**src/rtl/rsc_termination_encoder_pkg.sv**
```systemverilog
// Shared definitions for the LTE constituent RSC encoder and its decoder-side models.
//   TAIL_LEN : number of termination beats appended to each frame
//   RSC_MEM  : encoder memory (state bits s1,s2,s3)
//   G0, G1   : feedback / parity generators in octal (13 = 1+D^2+D^3, 15 = 1+D+D^3)
//   fsm_t    : encoder control states, fixed encodings for compatibility with older blocks
package rsc_termination_encoder_pkg;

    localparam int TAIL_LEN = 3;
    localparam int RSC_MEM  = 3;

    localparam logic [3:0] G0 = 4'o13;
    localparam logic [3:0] G1 = 4'o15;

    typedef enum logic [1:0] {
        IDLE = 2'd0,
        DATA = 2'd1,
        TAIL = 2'd2
    } fsm_t;

endpackage

```
**src/rtl/rsc_termination_encoder_step.sv**
```systemverilog
// One trellis step of the RSC encoder (purely combinational).
//   u      in  : information bit (ignored when tail=1)
//   s      in  : current state {s1,s2,s3}
//   tail   in  : termination step; input is replaced by the feedback so a=0
//   u_eff  out : bit actually fed to the trellis (systematic output)
//   a      out : feedback node value
//   z      out : parity bit
//   s_next out : next state {a,s1,s2}
module rsc_termination_encoder_step
    import rsc_termination_encoder_pkg::*;
(
    input  logic               u,
    input  logic [RSC_MEM-1:0] s,
    input  logic               tail,
    output logic               u_eff,
    output logic               a,
    output logic               z,
    output logic [RSC_MEM-1:0] s_next
);

    // s[2]=s1, s[1]=s2, s[0]=s3
    assign u_eff  = tail ? (s[1] ^ s[0]) : u;
    assign a      = u_eff ^ s[1] ^ s[0];
    assign z      = a ^ s[2] ^ s[0];
    assign s_next = {a, s[2], s[1]};

endmodule

```
**src/rtl/rsc_termination_encoder.sv**
```systemverilog
// Constituent RSC encoder with trellis termination, bit-serial ready/valid on both sides.
//   clk, rst_n          : clock, asynchronous active-low reset
//   in_valid/in_ready   : input handshake; in_bit is the info bit, in_last marks the frame's final bit
//   out_valid/out_ready : output handshake; one register stage between accept and out_*
//   out_sys, out_par    : systematic and parity bit of the beat
//   out_tail, out_last  : beat is a termination beat / the final termination beat
//   frame_len           : info-bit count of the last completed frame (saturates at K_MAX+1)
//   len_err             : one-cycle pulse when the completed frame length is outside [K_MIN,K_MAX]
//
// state | meaning
// IDLE  | waiting for the first info bit of a frame
// DATA  | accepting info bits until in_last
// TAIL  | inputs stalled, emitting TAIL_LEN termination beats
module rsc_termination_encoder
    import rsc_termination_encoder_pkg::*;
#(
    parameter  int K_MAX = 6144,
    parameter  int K_MIN = 40,
    localparam int CW    = $clog2(K_MAX + 1)
) (
    input  logic          clk,
    input  logic          rst_n,
    input  logic          in_valid,
    output logic          in_ready,
    input  logic          in_bit,
    input  logic          in_last,
    output logic          out_valid,
    input  logic          out_ready,
    output logic          out_sys,
    output logic          out_par,
    output logic          out_tail,
    output logic          out_last,
    output logic [CW-1:0] frame_len,
    output logic          len_err
);

    localparam logic [CW-1:0] KMIN_C = CW'(K_MIN);
    localparam logic [CW-1:0] KMAX_C = CW'(K_MAX);
    localparam logic [CW-1:0] KSAT_C = CW'(K_MAX + 1);

    fsm_t               fsm;
    logic [1:0]         tail_cnt;
    logic [RSC_MEM-1:0] s_q;
    logic [CW-1:0]      frame_cnt;
    logic [CW-1:0]      frame_cnt_inc;

    logic               advance;
    logic               accept;
    logic               tail_go;
    logic               tail_last;
    logic               step_u_eff;
    logic               step_a;
    logic               step_z;
    logic [RSC_MEM-1:0] step_s_next;

    assign advance   = !out_valid || out_ready;
    // Held low during reset so upstream never sees a handshake on a block being cleared.
    assign in_ready  = rst_n && (fsm != TAIL) && advance;
    assign accept    = in_valid && in_ready;
    assign tail_go   = (fsm == TAIL) && advance;
    assign tail_last = (tail_cnt == 2'(TAIL_LEN - 1));

    assign frame_cnt_inc = (frame_cnt == KSAT_C) ? frame_cnt : frame_cnt + CW'(1);

    rsc_termination_encoder_step u_step (
        .u      (in_bit),
        .s      (s_q),
        .tail   (fsm == TAIL),
        .u_eff  (step_u_eff),
        .a      (step_a),
        .z      (step_z),
        .s_next (step_s_next)
    );

    always_ff @(posedge clk or negedge rst_n) begin
        if (!rst_n) begin
            fsm      <= IDLE;
            tail_cnt <= 2'd0;
        end else begin
            case (fsm)
                IDLE: if (accept) fsm <= in_last ? TAIL : DATA;
                DATA: if (accept && in_last) fsm <= TAIL;
                TAIL: begin
                    if (tail_go) begin
                        if (tail_last) begin
                            fsm      <= IDLE;
                            tail_cnt <= 2'd0;
                        end else begin
                            tail_cnt <= tail_cnt + 2'd1;
                        end
                    end
                end
                default: fsm <= IDLE;
            endcase
        end
    end

    always_ff @(posedge clk or negedge rst_n) begin
        if (!rst_n) begin
            s_q       <= '0;
            out_valid <= 1'b0;
            out_sys   <= 1'b0;
            out_par   <= 1'b0;
            out_tail  <= 1'b0;
            out_last  <= 1'b0;
        end else if (accept || tail_go) begin
            s_q       <= step_s_next;
            out_valid <= 1'b1;
            out_sys   <= step_u_eff;
            out_par   <= step_z;
            out_tail  <= tail_go;
            out_last  <= tail_go && tail_last;
        end else if (out_ready) begin
            out_valid <= 1'b0;
        end
    end

    // frame_cnt saturates at K_MAX+1 so oversize frames still report as out of range.
    always_ff @(posedge clk or negedge rst_n) begin
        if (!rst_n) begin
            frame_cnt <= '0;
            frame_len <= '0;
            len_err   <= 1'b0;
        end else begin
            len_err <= 1'b0;
            if (accept) begin
                if (in_last) begin
                    frame_cnt <= '0;
                    frame_len <= frame_cnt_inc;
                    len_err   <= (frame_cnt_inc < KMIN_C) || (frame_cnt_inc > KMAX_C);
                end else begin
                    frame_cnt <= frame_cnt_inc;
                end
            end
        end
    end

    tail_feedback_zero: assert property (@(posedge clk) disable iff (!rst_n)
        tail_go |-> !step_a);

    terminated_state_zero: assert property (@(posedge clk) disable iff (!rst_n)
        (tail_go && tail_last) |=> (s_q == '0));

endmodule

```
**config.mk**
```make
export PLATFORM = sky130hd
export DESIGN_NAME = rsc_termination_encoder
export DESIGN_NICKNAME = d
export VERILOG_FILES = /design/src/rtl/rsc_termination_encoder_pkg.sv /design/src/rtl/rsc_termination_encoder_step.sv /design/src/rtl/rsc_termination_encoder.sv
export SDC_FILE = /design/constraint.sdc
export NUM_CORES = 1
export LEC_CHECK = 0
export CORE_UTILIZATION = 35
export CTS_CLUSTER_DIAMETER = 30
export CTS_CLUSTER_SIZE = 10
export DETAILED_ROUTE_END_ITERATION = 8
export GPL_ROUTABILITY_DRIVEN = 1
export MAX_ROUTING_LAYER = met4
export SLEW_MARGIN = 25
export SYNTH_ARGS = -nofsm -noshare
export SYNTH_HDL_FRONTEND = slang
export SYNTH_SLANG_ARGS = --single-unit
```
**constraint.sdc**
```tcl
create_clock -name clk -period 2.3 [get_ports clk]
set_input_delay 0.69 -clock clk [delete_from_list [all_inputs] [get_ports clk]]
set_output_delay 0.69 -clock clk [all_outputs]
set_load 0.05 [all_outputs]
```
; ---- Yosys cells after proc, flatten, opt, wreduce, memory -nomap -nowiden
; Cells that the tools add are included.
[word_totals]
ff_bits = 39
in_bits = 6
out_inout_bits = 20
wordCells = 58
[op_classes]
addsub = 2
magnitude_cmp = 2
eq_ne = 9
mux = 14
bitwise_logic = 5
n_reduce_logical = 15
[ops]
columns = op, count
row1 = $mux 13, 2
row2 = $add 13x1->13 const B, 1
row3 = $eq 13x13->1 const B, 1
row4 = $gt 13x13->1 const B, 1
row5 = $lt 13x6->1 const B, 1
row6 = $mux 2, 6
row7 = $ne 2x2->1 const B, 5
row8 = $logic_and 1x1->1, 6
row9 = $pmux 2 s3, 1
row10 = $mux 1, 5
row11 = $xor 1x1->1, 5
row12 = $eq 2x2->1 const B, 2
row13 = $reduce_and 2->1, 2
row14 = $reduce_and 4->1, 1
row15 = $logic_or 1x1->1, 3
row16 = $add 2x1->2 const B, 1
row17 = $eq 2x1->1 const B, 1
row18 = $logic_not 2->1, 1
row19 = $reduce_bool 2->1, 1
row20 = $logic_not 1->1, 1

; ---- Depth between registers and ports, before layout
; Gate-level depths: netlist of run 1.
[logic_depth]
depth_word = 7
mapped_depth = 10
mapped_depth_nobuf = 8

; ---- Cells and area by module
; From an unflattened synthesis of run 1, not the netlist that was laid out.
[hier_totals]
hier_cells = 235
area_unflattened_um2 = 2204.6
[modules_own_cells]
columns = module, instances, cells_each, area_each_um2, seq_area_each_um2
row1 = rsc_termination_encoder, 1, 222, 2119.5, 975.9
row2 = rsc_termination_encoder_step, 1, 13, 85.1, 0.0

; ---- Worst setup path after synthesis of run 1
; Ideal clock, no wire load.
[synth_timing]
path_type = input port to flip-flop
start = in out_ready
end = reg out_sys
setup_time_ns = 0.125
arrival_ns = 2.129
slack_ns = 0.046
stages = 6
n_path_buf = 1
path_cell_list = nand2b_1 > and3_1 > nand2_1 > buf_2 > nand2_1 > mux2_2
[synth_between]
elab_chain_cells = 4
[synth_rtl]
columns = item, line_no
row1 = from (decl), rsc_termination_encoder.sv:28  ; input logic out_ready,
row2 = $logic_or 1x1->1, rsc_termination_encoder.sv:56  ; assign advance = !out_valid || out_ready;
row3 = $logic_and 1x1->1, rsc_termination_encoder.sv:58  ; assign in_ready = rst_n && (fsm != TAIL) && advance;
row4 = net in_ready, rsc_termination_encoder.sv:24  ; output logic in_ready,
row5 = $logic_and 1x1->1, rsc_termination_encoder.sv:59  ; assign accept = in_valid && in_ready;
row6 = $logic_or 1x1->1, rsc_termination_encoder.sv:106  ; end else if (accept || tail_go) begin
row7 = to (signal assigned), rsc_termination_encoder.sv:109  ; out_sys <= step_u_eff;
row8 = to (decl), rsc_termination_encoder.sv:29  ; output logic out_sys,
; The timed path passes the listed nets, and every way through them passes these cells.
; A chain may end at the register's enable or synchronous reset.

; ---- Worst setup path after layout of run 1
[layout_timing]
start = in out_ready
end = out in_ready
[layout_between]
elab_chain_cells = 2
[layout_rtl]
columns = item, line_no
row1 = $logic_or 1x1->1, rsc_termination_encoder.sv:56
row2 = $logic_and 1x1->1, rsc_termination_encoder.sv:58
row3 = to (decl), rsc_termination_encoder.sv:24
; Every way passes these cells.

==> results of run 1 <==
[worst min-delay path: stages, from the launching register on]
cell,delay (ns)
dfrtp_1,0.34
nand2_1,0.04
o21ai_0,0.06
[report_power, final]
part / internal, uW / switching, uW
Combinational: 425 / 603
Sequential: 838 / 138
Clock: 213 / 238
Total: 1480 / 979
[cell usage in the layout (no fill, tap or decap), types with 2 or more instances in the layout]
| master | netlist | routed |
|---|---|---|
| o21ai_0 | 27 | 27 |
| a21oi_1 | 9 | 9 |
| or2_2 | 2 | 2 |
| clkdlybuf4s50_1 | 0 | 23 |
| clkbuf_1 | 9 | 2 |
| dfrtp_1 | 39 | 39 |
| nand2b_1 | 3 | 2 |
| a31oi_1 | 4 | 4 |
| or3_1 | 2 | 2 |
| nand3_1 | 7 | 7 |
| xor2_1 | 9 | 9 |
| mux2_2 | 5 | 5 |
| nor3_1 | 7 | 7 |
| buf_4 | 2 | 20 |
| nand4_1 | 2 | 2 |
| nor2_1 | 14 | 14 |
| xnor2_1 | 8 | 8 |
| clkbuf_8 | 0 | 5 |
| and3_1 | 6 | 5 |
| o31ai_1 | 8 | 8 |
| ha_1 | 2 | 2 |
| o41ai_1 | 2 | 2 |
| inv_1 | 4 | 4 |
| a21o_1 | 2 | 2 |
| nand2_1 | 31 | 31 |
[how the worst min path moves through the flow]
stage / cells past startpoint / to / from / slack, ns
3_5_place_dp: 2 / out_tail / out_tail / 0.46
6_report: 2 / frame_len[4] / frame_len[4] / 0.48
2_1_floorplan: 0 / frame_cnt[0] / rst_n / 0.39
3_3_place_gp: 2 / frame_len[7] / frame_len[7] / 0.46
4_1_cts: 2 / out_tail / out_tail / 0.49
5_1_grt: 2 / frame_len[12] / frame_len[12] / 0.50
[area by class of cell]
type | instances | area, um2 | share of cell area, %
clock inverters | 1 | 5.005 | 0.1924
clock buffers | 7 | 76.32 | 2.934
repair buffers | 45 | 405.4 | 15.58
well taps | 72 | 90.09 | 3.463
inverters | 4 | 15.01 | 0.5772
multi-input cells | 166 | 1033 | 39.73
flip-flops and latches | 39 | 975.9 | 37.52
[repair_timing]
action,4_1_cts,5_1_grt
pin swaps,0,1
endpoints found under the setup margin,1,1
gates resized for setup,1,1
[per-layer routing]
metal	vias up	share of wire (%)	track usage, %
li1	867	-	-
met5	-	0	-
met4	0	1.6	7.143
met2	41	42	24.10
met1	776	51	21.02
met3	7	4.6	3.886
[registers in the layout (all words and copies together), names as in the netlist, 2 cells and up]
| register | count |
|---|---|
| s_q | 3 |
| fsm | 2 |
| frame_cnt | 13 |
| tail_cnt | 2 |
| frame_len | 13 |
[stage by stage]
stage | TNS [ns] | util, % | std cells | setup slack (ns)
2_1_floorplan | 0 | - | 229 | 0.04603
3_3_place_gp | -0.01066 | 44.18 | 326 | -0.01066
3_5_place_dp | -0.1317 | 44.18 | 326 | -0.04664
4_1_cts | 0 | 45.70 | 334 | 0.01309
5_1_grt | 0 | 45.83 | 334 | 0.003658
6_report | 0 | 45.83 | 334 | 0.02635
[kinds of logic after synthesis]
logic type | synth area share (%)
mux | 2.658
compound gates | 16.60
fa+ha+maj | 1.181
flops | 46.07
xor+xnor | 7.029
simple gates | 20.73
buf+inv | 5.729
==> impl_metrics.ini, run 1 <==
[status]
outcome = complete, no violations

[setup_path]
critical_path.max_fanout = 3
critical_path_required_ns = 1.61
regToRegSetupSlack_ns = 0.27
reg2reg_depth = 6
critPathCaptureType = output port
crit_type = input port to output port
path_cells = clkdlybuf4s50_1, nand2b_4, and3_4, buf_12
slowest_delay_ns = 0.45
timing.rr.end = len_err
cp-start-kind = input port
setup.worst_path.start = out_ready
crit_arrival_ns = 1.58
path_delay_family = buffers and inverters
cp_num_buf_inv = 2
rr_startpoint = frame_cnt[3]
critPathSlowestCell = clkdlybuf4s50_1
crit_path_end = in_ready
cp.depth = 4

[global_route]
grt_use_total_pct = 16.23
grt-ovfl-total = 0
grt_pass1_vias = 1617
antenna_found_initial = 0
grt_max_degree = 40
grt_pass1_wl_um = 7596

[placed_design]
numPortBuffers = 25
dp_hpwl_um = 3241
gp_congestion = 0.9090
dpl_cell_area_um2 = 2507

[die]
chipHeight_um = 79.80
die_w_um = 79.80
start_util_pct = 37.32
std_cell_rows = 27
die_area_um2 = 6367
ios = 26
core_area_um2 = 5675

[power]
report.power.total_uw = 2455
peakVddDrop_mv = 0.6916
leakagePower_uw = 0.001115
power_density_nw_per_um2 = 943.9

[synth]
synth_edf_count = 0
syn_inst = 229
yosysWarnings = 0
ys_top_cells_by_count = dfrtp_1 (39), nand2_1 (31), o21ai_0 (27)
ys_ff_latch = 39
synth_top_area_share_pct = 46.07
ys_async_sr_fraction_pct = 100.0
synth.cell_area_um2 = 2118
yosysMostFrequentCell = dfrtp_1
syn-mean-instance-area_um2 = 9.250
yosysTopAreaCell = dfrtp_1
synth_top_flop_cell = dfrtp_1
netlist-cell-type-count = 41
ys_seq_area_share_pct = 46.07
synth.net_count = 237
netlist_top_cells_area = dfrtp_1 (46%), o21ai_0 (6.4%), nand2_1 (5.5%)

[sta]
final.period_utilization_pct = 98.85
skew_ns = 0.005802
rsz0062_at_grt = no
final_max_slew_viol_count = 0
period_minus_slack_ns = 2.274
finalSetupViolCount = 0
slew_headroom_pct = 65.32
fmax_mhz = 439.8
tightest_slew_ns = 0.5186
hold_slack_ns = 0.4779
hold_viol = 0

[finish]
fillers = 578
final_nets = 269
final_cell_area_um2 = 2601
drive_gt1_share_pct = 16.79
num_antenna_cells = 0
area_growth_pct = 22.80

[cts]
cts_tree = done
ctsHoldBuffers = 0
clk-insertion-delay-late_ns = 0.30
post-cts-setup-buffers = 0
cts_buffers = 5
h-tree-depth = 2
clkTransAtPathRegs_ns = 0.07
cts_root_buf = clkbuf_8
clockBufferDepth = 2
cts_sinks = 39

[drt]
dr.pass1.iters = 4
antenna_left = 0
wl_per_cell_um = 13.44
vias_per_cell = 5.063
drc = 0
drt_iter0_drc = 126
wl_um = 4489
via_count = 1691

[job]
maxCapViolations = 0

[min_path]
min_path_type = register to register
(Power assumes the default switching activity.)
==> inputs of run 2 (changes only) <==
Settings changed: CELL_PAD_IN_SITES_DETAIL_PLACEMENT set to 1, CELL_PAD_IN_SITES_GLOBAL_PLACEMENT set to 2, CORE_MARGIN set to 2, CORE_UTILIZATION 35 to 34, PLACE_DENSITY_LB_ADDON set to 0.05.
==> impl_metrics.ini, run 2 (synthesis results as in run 1) <==
[die]
chipHeight_um = 82.93
std_cell_rows = 28
start_util_pct = 35.57
core_area_um2 = 5956
die_area_um2 = 6877
ios = 26
die_w_um = 82.93

[global_route]
grt-busiest-layer = met2
grt_use_total_pct = 17.04
grt-ovfl-total = 0
antenna_found_initial = 0
grt_max_degree = 40
use_met3_pct = 3.380
gr-usage-met1_pct = 21.96
grt_use_met2_pct = 27.57
grt_pass1_wl_um = 9321
grt_pass1_vias = 1855

[cts]
ctsHoldBuffers = 0
clk-insertion-delay-late_ns = 0.29
cts_buffers = 5
cts_tree = done
h-tree-depth = 2
clockBufferDepth = 2
cts_sinks = 39
cts_root_buf = clkbuf_8
clkTransAtPathRegs_ns = 0.07

[placed_design]
dp_hpwl_um = 4029
placed_cells = 329
gp_congestion = 0.8535
dpl_cell_area_um2 = 2511
numPortBuffers = 25

[finish]
final_nets = 270
drive_gt1_share_pct = 17.62
area_growth_pct = 23.33
top_regs = frame_cnt x13, frame_len x13, s_q x3
final_cell_mix = dfrtp_1 (38), nand2_1 (31), o21ai_0 (27)
num_antenna_cells = 0
final_cell_area_um2 = 2613
final_common_cell = dfrtp_1
fillers = 705
stdcell_count = 336

[sta]
tightest_slew_ns = 0.5145
finalSetupViolCount = 0
final.period_utilization_pct = 98.99
rsz0062_at_grt = no
period_minus_slack_ns = 2.277
skew_ns = 0.007238
hold_viol = 0
slew_headroom_pct = 65.70
final_max_slew_viol_count = 0
fmax_mhz = 439.2

[drt]
drc = 0
drt_iter0_drc = 92
antenna_left = 0
wl_um = 5427
via_count = 1772
vias_per_cell = 5.274
dr.pass1.iters = 4
wl_per_cell_um = 16.15

[setup_path]
critical_path_required_ns = 1.61
path_cells = clkdlybuf4s50_1, nand2b_4, and3_4, buf_12
critical_path.max_fanout = 2
path_delay_family = buffers and inverters
cp-start-kind = input port
crit_type = input port to output port
critPathCaptureType = output port
crit_arrival_ns = 1.59
cp_num_buf_inv = 2
critPathSlowestCell = clkdlybuf4s50_1
slowest_delay_ns = 0.45

[power]
power_density_nw_per_um2 = 937.0
report.power.total_uw = 2448
peakVddDrop_mv = 0.5572
leakagePower_uw = 0.001114

[job]
maxCapViolations = 0

[min_path]
min_path_type = register to register

[status]
outcome = complete, no violations
[run 2: changes by cell type in the layout (fill, tap and decap cells not counted), sizes merged]
cell,delta
buf,+1
clkbuf,-1
clkinv,-1
[run 2: through the flow]
step / TNS, ns / utilization, % / hold WS (ns) / worst slack, ns
floorplan: 0 / - / 0.3944 / 0.04603
global placement: -0.01927 / 42.16 / 0.4593 / -0.01927
detailed placement: -0.7940 / 42.16 / 0.4699 / -0.09580
CTS: 0 / 43.59 / 0.4884 / 0.007142
global route: 0 / 43.87 / 0.5214 / 0.001797
finish: 0 / 43.87 / 0.4808 / 0.02323
[run 2: worst paths after layout]
path                                   start             to  slack [ns]  depth (start not counted)
worst max-delay path               out_ready       in_ready        0.02                          4
worst min-delay path                out_tail       out_tail        0.48                          2
worst max register to register  frame_cnt[2]        len_err        0.20                          6
worst min register to register      out_tail       out_tail        0.48                          2
max in group asynchronous              rst_n   frame_cnt[1]        1.36                          2
min in group asynchronous              rst_n  frame_len[12]        0.53                          2
[run 2: area by class of cell]
class                           instances  area, um2  area share (%)
Inverter                                4      15.01          0.5747
Sequential cell                        39      977.2           37.40
Tap cell                               75      93.84           3.592
Timing Repair Buffer                   46      412.9           15.80
Multi-Input combinational cell        166       1041           39.85
Clock buffer                            6      72.57           2.778
[run 2: layer usage]
metal	wire, um	vias up
met2	2650	35
li1	-	863
met1	2512	868
met3	215	6
met5	0	-
met4	48	0
[run 2: worst min-delay path: stages, from the launching register on]
cell and delay [ns]:
dfrtp_1 0.35, nand2_1 0.05, nand2_1 0.05
[run 2: where the power goes]
part	switching, uW	internal, uW
Sequential	136	840
Clock	221	202
Combinational	623	426
[run 2: what timing repair did]
action,4_1_cts,5_1_grt
pin swaps,0,1
cloned,0,0
gates resized for setup,2,3
setup buffers,1,0
endpoints found under the setup margin,1,2
